## config.mk

```make
export PLATFORM = sky130hd
export DESIGN_NAME = calc_sequencer
export DESIGN_NICKNAME = d
export VERILOG_FILES = /design/src/rtl/calc_pkg.sv /design/src/rtl/calc_sequencer_digit_counter.sv /design/src/rtl/calc_sequencer.sv
export SDC_FILE = /design/constraint.sdc
export NUM_CORES = 1
export LEC_CHECK = 0
export BUFFER_PORTS_ARGS = -buffer_cell sky130_fd_sc_hd__buf_2
export CELL_PAD_IN_SITES_DETAIL_PLACEMENT = 0
export CELL_PAD_IN_SITES_GLOBAL_PLACEMENT = 1
export CORE_MARGIN = 3
export CORE_UTILIZATION = 34
export DETAILED_ROUTE_END_ITERATION = 16
export PLACE_DENSITY = 0.82
export SLEW_MARGIN = 20
export SYNTH_ARGS = -nofsm -noshare
export SYNTH_HDL_FRONTEND = slang
export SYNTH_SLANG_ARGS = --single-unit
```

## constraint.sdc

```tcl
create_clock -name clock -period 2.4 [get_ports clock]
set_input_delay 0.24 -clock clock [delete_from_list [all_inputs] [get_ports clock]]
set_output_delay 0.24 -clock clock [all_outputs]
set_load 0.03 [all_outputs]
```

## src/rtl/calc_pkg.sv

```systemverilog
// Shared types and constants for the calculator key sequencer.
// Latency: n/a (declarations only).
// Backpressure: n/a (declarations only).
package calc_pkg;

  // Width of the per-operand digit counters (holds up to 15 digits).
  localparam int CNT_W = 4;

  typedef enum logic [2:0] {
    ENTER_A  = 3'd0,
    OP_WAIT  = 3'd1,
    ENTER_B  = 3'd2,
    EXEC     = 3'd3,
    RESULT   = 3'd4,
    ERR      = 3'd5
  } state_t;

  // display_select codes
  localparam logic [1:0] DISP_A      = 2'd0;
  localparam logic [1:0] DISP_B      = 2'd1;
  localparam logic [1:0] DISP_RESULT = 2'd2;
  localparam logic [1:0] DISP_ERR    = 2'd3;

  // Map a sequencer state onto the display source it shows.
  function automatic logic [1:0] disp_of(input state_t s);
    logic [1:0] d;
    d = DISP_A;
    case (s)
      ENTER_A, OP_WAIT: d = DISP_A;
      ENTER_B:          d = DISP_B;
      EXEC, RESULT:     d = DISP_RESULT;
      ERR:              d = DISP_ERR;
      default:          d = DISP_A;
    endcase
    return d;
  endfunction

endpackage

```

## src/rtl/calc_sequencer_digit_counter.sv

```systemverilog
// Saturating operand digit counter with clear, load-to-1 and load-to-max.
// Latency: count updates on the clock edge after the control strobe.
// Backpressure: none; increments at MAX and decrements at 0 are dropped.
module digit_counter
  import calc_pkg::*;
#(
  parameter int MAX = 4
) (
  input  logic             clock,
  input  logic             reset_n,
  input  logic             inc,
  input  logic             dec,
  input  logic             load_one,
  input  logic             load_max,
  input  logic             clr,
  output logic [CNT_W-1:0] count
);

  localparam logic [CNT_W-1:0] MAX_C = CNT_W'(MAX);

  // Counter register: clear wins over loads, loads over inc/dec; never wraps.
  always_ff @(posedge clock) begin
    if (!reset_n) begin
      count <= '0;
    end else if (clr) begin
      count <= '0;
    end else if (load_one) begin
      count <= CNT_W'(1);
    end else if (load_max) begin
      count <= MAX_C;
    end else if (inc && (count < MAX_C)) begin
      count <= count + CNT_W'(1);
    end else if (dec && (count != '0)) begin
      count <= count - CNT_W'(1);
    end
  end

endmodule

```

## src/rtl/calc_sequencer.sv

```systemverilog
// Calculator key sequencer: turns key strobes into datapath/ALU/memory strobes.
// Latency: strobes are combinational in the key cycle; status/counts update next edge.
// Backpressure: none; keys not valid in the current state are dropped (EXEC/ERR honour only clear).
module calc_sequencer
  import calc_pkg::*;
#(
  parameter int MAX_DIGITS   = 4,
  parameter int EXEC_TIMEOUT = 16
) (
  input  logic             clock,
  input  logic             reset_n,
  input  logic             dig_in,
  input  logic             op_in,
  input  logic             ex_in,
  input  logic             bksp_in,
  input  logic             clear_in,
  input  logic             ms_in,
  input  logic             mr_in,
  input  logic             mc_in,
  input  logic             alu_done_in,
  input  logic             alu_err_in,
  output logic             load_A,
  output logic             load_B,
  output logic             bksp_A,
  output logic             bksp_B,
  output logic             load_op,
  output logic             load_A_from_result,
  output logic             clear_regs,
  output logic             execute,
  output logic             mem_store,
  output logic             mem_recall_A,
  output logic             mem_recall_B,
  output logic             mem_clear,
  output logic             mem_valid,
  output logic             busy,
  output logic             error,
  output logic [CNT_W-1:0] count_A,
  output logic [CNT_W-1:0] count_B,
  output logic [1:0]       display_select
);

  localparam logic [CNT_W-1:0] MAX_C   = CNT_W'(MAX_DIGITS);
  localparam logic [7:0]       T_LAST  = 8'(EXEC_TIMEOUT - 1);

  state_t     state, state_next;
  logic [7:0] timer;
  logic       inc_a, dec_a, one_a, max_a, clr_a;
  logic       inc_b, dec_b, one_b, max_b, clr_b;
  logic       mem_set, mem_clr;

  // State, EXEC timer and status flags; busy/error track the state being entered.
  always_ff @(posedge clock) begin
    if (!reset_n) begin
      state     <= ENTER_A;
      timer     <= '0;
      mem_valid <= 1'b0;
      busy      <= 1'b0;
      error     <= 1'b0;
    end else begin
      state     <= state_next;
      timer     <= (state == EXEC && state_next == EXEC) ? timer + 8'd1 : 8'd0;
      busy      <= (state_next == EXEC);
      error     <= (state_next == ERR);
      if (mem_set)      mem_valid <= 1'b1;
      else if (mem_clr) mem_valid <= 1'b0;
    end
  end

  // Next state and strobes: clear first, then one key per cycle in priority
  // order ex > op > mr > ms > mc > dig > bksp; the winning key may still be a no-op.
  always_comb begin
    state_next         = state;
    load_A             = 1'b0;
    load_B             = 1'b0;
    bksp_A             = 1'b0;
    bksp_B             = 1'b0;
    load_op            = 1'b0;
    load_A_from_result = 1'b0;
    clear_regs         = 1'b0;
    execute            = 1'b0;
    mem_store          = 1'b0;
    mem_recall_A       = 1'b0;
    mem_recall_B       = 1'b0;
    mem_clear          = 1'b0;
    inc_a = 1'b0; dec_a = 1'b0; one_a = 1'b0; max_a = 1'b0; clr_a = 1'b0;
    inc_b = 1'b0; dec_b = 1'b0; one_b = 1'b0; max_b = 1'b0; clr_b = 1'b0;
    mem_set = 1'b0;
    mem_clr = 1'b0;

    if (clear_in) begin
      clear_regs = 1'b1;
      clr_a      = 1'b1;
      clr_b      = 1'b1;
      state_next = ENTER_A;
    end else begin
      case (state)
        ENTER_A: begin
          if (ex_in) begin
            // no operand B yet
          end else if (op_in) begin
            if (count_A != '0) begin
              load_op    = 1'b1;
              state_next = OP_WAIT;
            end
          end else if (mr_in) begin
            if (mem_valid) begin
              mem_recall_A = 1'b1;
              max_a        = 1'b1;
            end
          end else if (ms_in) begin
            // only meaningful in RESULT
          end else if (mc_in) begin
            mem_clear = 1'b1;
            mem_clr   = 1'b1;
          end else if (dig_in) begin
            if (count_A < MAX_C) begin
              load_A = 1'b1;
              inc_a  = 1'b1;
            end
          end else if (bksp_in) begin
            if (count_A != '0) begin
              bksp_A = 1'b1;
              dec_a  = 1'b1;
            end
          end
        end

        OP_WAIT: begin
          if (ex_in) begin
            // no operand B yet
          end else if (op_in) begin
            load_op = 1'b1;
          end else if (mr_in || ms_in) begin
            // recall needs an operand-entry state; store needs a result
          end else if (mc_in) begin
            mem_clear = 1'b1;
            mem_clr   = 1'b1;
          end else if (dig_in) begin
            load_B     = 1'b1;
            one_b      = 1'b1;
            state_next = ENTER_B;
          end else if (bksp_in) begin
            state_next = ENTER_A;
          end
        end

        ENTER_B: begin
          if (ex_in) begin
            if (count_B != '0) begin
              execute    = 1'b1;
              state_next = EXEC;
            end
          end else if (op_in) begin
            // operator is locked once B entry has started
          end else if (mr_in) begin
            if (mem_valid) begin
              mem_recall_B = 1'b1;
              max_b        = 1'b1;
            end
          end else if (ms_in) begin
            // only meaningful in RESULT
          end else if (mc_in) begin
            mem_clear = 1'b1;
            mem_clr   = 1'b1;
          end else if (dig_in) begin
            if (count_B < MAX_C) begin
              load_B = 1'b1;
              inc_b  = 1'b1;
            end
          end else if (bksp_in) begin
            if (count_B != '0) begin
              bksp_B = 1'b1;
              dec_b  = 1'b1;
            end else begin
              state_next = OP_WAIT;
            end
          end
        end

        EXEC: begin
          if (alu_done_in) begin
            state_next = alu_err_in ? ERR : RESULT;
          end else if (timer == T_LAST) begin
            state_next = ERR;
          end
        end

        RESULT: begin
          if (ex_in) begin
            // nothing to execute
          end else if (op_in) begin
            load_A_from_result = 1'b1;
            load_op            = 1'b1;
            max_a              = 1'b1;
            clr_b              = 1'b1;
            state_next         = OP_WAIT;
          end else if (mr_in) begin
            // recall needs an operand-entry state
          end else if (ms_in) begin
            mem_store = 1'b1;
            mem_set   = 1'b1;
          end else if (mc_in) begin
            mem_clear = 1'b1;
            mem_clr   = 1'b1;
          end else if (dig_in) begin
            clear_regs = 1'b1;
            load_A     = 1'b1;
            one_a      = 1'b1;
            clr_b      = 1'b1;
            state_next = ENTER_A;
          end
        end

        ERR: begin
          // only clear leaves ERR
        end

        default: state_next = ENTER_A;
      endcase
    end

    // Reset silences every strobe regardless of keys or ALU handshake.
    if (!reset_n) begin
      load_A             = 1'b0;
      load_B             = 1'b0;
      bksp_A             = 1'b0;
      bksp_B             = 1'b0;
      load_op            = 1'b0;
      load_A_from_result = 1'b0;
      clear_regs         = 1'b0;
      execute            = 1'b0;
      mem_store          = 1'b0;
      mem_recall_A       = 1'b0;
      mem_recall_B       = 1'b0;
      mem_clear          = 1'b0;
    end
  end

  // Display source follows the state, forced to operand A while in reset.
  always_comb begin
    display_select = reset_n ? disp_of(state) : DISP_A;
  end

  digit_counter #(.MAX(MAX_DIGITS)) u_cnt_a (
    .clock    (clock),
    .reset_n  (reset_n),
    .inc      (inc_a),
    .dec      (dec_a),
    .load_one (one_a),
    .load_max (max_a),
    .clr      (clr_a),
    .count    (count_A)
  );

  digit_counter #(.MAX(MAX_DIGITS)) u_cnt_b (
    .clock    (clock),
    .reset_n  (reset_n),
    .inc      (inc_b),
    .dec      (dec_b),
    .load_one (one_b),
    .load_max (max_b),
    .clr      (clr_b),
    .count    (count_B)
  );

endmodule

```

==> metrics.md <==
| Metric | Value |
|---|---|
| Skew-Pair Late Insertion Delay | 270 ps |
| Final wirelength | 4110 um |
| CTS root buf | clkbuf_8 |
| Run status | finished with violations |
| Hold buffer count at cts | 0 |
| Die W | 72.9 um |
| Finish-stage setup viols | 1 |
| Yosys warning total | 0 |
| Commonest non-fill, non-tap cell in the layout | buf_2 |
| Cells after Synth | 195 |
| Count of final hold-check violations | 0 |
| Layout cells sized above 1 | 29.0% |
| DR pass1 iterations | 4 |
| Fmax | 0.405 GHz |
| Prevailing post-synth register cell | dfxtp_1 |
| Failing checks | negative setup slack |
| DIE AREA | ~5300 um^2 |
| # rows | 23 |
| Mapped Area | 1520 um^2 |
| Crit-path max FO | 5 |
| Die H | 72.9 um |
| Commonest non-fill, non-tap cells in the layout | buf_2 (36), nor2_1 (28), nand2_1 (24) |
| Vias | 1565 |
| RePlAce Congestion | about 0.84 |
| Syn nets | 214 |
| CP arrival | 2660 ps |
| Hold crit path type | in -> reg |
| LEAKAGE | 0.809 nW |
| Relative slew slack | 72.0% |
| Post-synthesis sequential area ratio | 28.9% |
| Multi-input gate area | 1090 um^2 |
| Post-Place Worst Slack | -40.4 ps |
| Final #Nets | 261 |
| Number of global-route vias before repair | 1451 |
| Port Buffers | 36 |
| Initial antenna violation count | 0 |
| Total track usage | 16.5% |
| Routed len/inst | approximately 14 um |
| CTS Buf Count | 3 |
| Clk_skew | ~11 ps |
| Max Slew Vio Count | 0 |
| Core area | 4140 um^2 |
| CTS tree | yes |
| Initial drt markers | 74 |
| Clock period minus final worst setup slack | 2470 ps |
| Antenna cells | 0 |
| Global-route wire length before repair | around 7000 um |
| Fillers | 436 |
| Reg area | 443 um^2 |
| Syn Area/Cell | 7.80 um^2 |
| Async SR Flop Fraction | 0% |
| Worst-path clk slew | 90 ps |
| # IOs | 37 |
| RSZ-0062 raised after global routing | true |
| Vias/cell | 5.38 |
| Clk sinks | 22 |
| Worst Path Required | 2590 ps |
| Max cap viols | 0 |
| Starting Density | 36.7% |
| Hold WS | 244 ps |
| HPWL after detailed placement | 3150 um |
| Largest net degree at the start of global routing | 21 |
| Distinct cells, synth | 50 |
| Setup Fix Bufs, Post-CTS | 0 |
| Worst VDD drop | between 150 and 200 uV |
| Maximum clock insertion buffer count | 2 |
| Setup crit end kind | register |
| Worst slew pin tran | 414 ps |
| Number of synthesized flops with an enable pin | 0 |
| GR Overflow Total | 0 |
| Post-route DRC violation count | 0 |
| H-tree Lvls | 1 |
| Remaining antenna violation count after routing | 0 |
| Register bit total from synthesis | 22 |
| Fin worst setup slack | -69.5 ps |
| Synth-to-layout area growth | 27.1% |
| CP Launch Type | register |
| WS Path Type | reg -> reg |
| Tcrit/Tclk final | 103% |
| Power per standard cell area | between 300 and 400 nW/um^2 |
final timing paths:
check	startpoint	end	slack, ps	depth (start not counted)
max	state[1]	u_cnt_a.count[3]	-70	9
min	reset_n	mem_valid	240	3
max reg2reg	state[1]	u_cnt_a.count[3]	-70	9
min reg2reg	timer[0]	timer[0]	450	1
stage by stage:
step	total power, mW	instance area, um^2	instances	utilization, %	TNS [ps]
final	0.700	1930	291	46.7	-69.5
after global routing	0.731	1930	291	46.7	-170
after CTS	0.705	1920	291	46.3	-28.1
after detailed placement	0.436	1860	287	44.9	-40.4
after global placement	0.437	1860	287	44.9	0
after floorplan	0.406	1550	195	-	-27.0
power by group:
| part | total (mW) | internal (mW) | switching [mW] |
|---|---|---|---|
| Clock | 0.272 | 0.146 | 0.125 |
| Combinational | 0.0637 | 0.0245 | 0.0392 |
| Sequential | 0.365 | 0.365 | 0.000213 |
| Total | 0.700 | 0.536 | 0.165 |
repair_timing:
item / 4_1_cts / 5_1_grt
pin swaps: 1 / 1
hold endpoints to repair: 0 / 0
resized for setup: 1 / 2
endpoints found under the setup margin: 1 / 3
layer usage:
metal / vias to the layer above / GRT usage [%] / share of wire [%] / wire, um
met4: 0 / 6.56 / 1.3 / 53
met1: 697 / 24.4 / 48 / 1990
li1: 800 / - / - / -
met3: 4 / 2.07 / 7.3 / 301
met2: 64 / 24.0 / 43 / 1760
met5: - / 0 / 0 / 0
cell type report:
type | instances | area share (%)
flip-flops and latches | 22 | 22.9
multi-input cells | 164 | 56.3
repair buffers | 49 | 14.4
clock buffers | 4 | 2.85
inverters | 2 | 0.388
well taps | 50 | 3.23
state kept, by name, indices dropped and copies added, names as in the netlist:
name           flops
error              1
u_cnt_b.count      4
mem_valid          1
state              3
busy               1
u_cnt_a.count      4
timer              8
cell families (layout without fill, tap and decap cells):
group / Yosys count / after routing / synth area share, %
AO/OA/AOI/OAI: 36 / 36 / 16.5
XOR/XNOR: 9 / 9 / 5.18
adder cells (fa/ha/maj): 7 / 7 / 6.74
buffers and inverters: 9 / 55 / 2.38
flip-flops: 22 / 22 / 28.9
AND/OR/NAND/NOR: 112 / 112 / 40.2
synth_stat cells, types with 5 or more instances:
cell type | n | share of area [%]
clkbuf_1 | 5 | 1.2
nor2b_1 | 7 | 2.9
xnor2_1 | 5 | 2.9
nand2_1 | 24 | 5.9
nor2_1 | 28 | 6.9
a21oi_1 | 11 | 3.6
ha_1 | 5 | 4.1
dfxtp_1 | 22 | 29
nor3_1 | 5 | 1.6
nand3_1 | 6 | 2.0
nor4_1 | 6 | 2.5
nand4_1 | 6 | 2.5
critical path, cell delays in order (launching register included):
cell      delay, ps
dfxtp_1         320
or2_4           240
or4_4           480
or3_4           390
ha_4            220
a21o_1          180
a21oi_2         170
nor2b_4         170
nor3_1           60
a211oi_1        150
No activity file was read; power rests on OpenSTA's default activity.
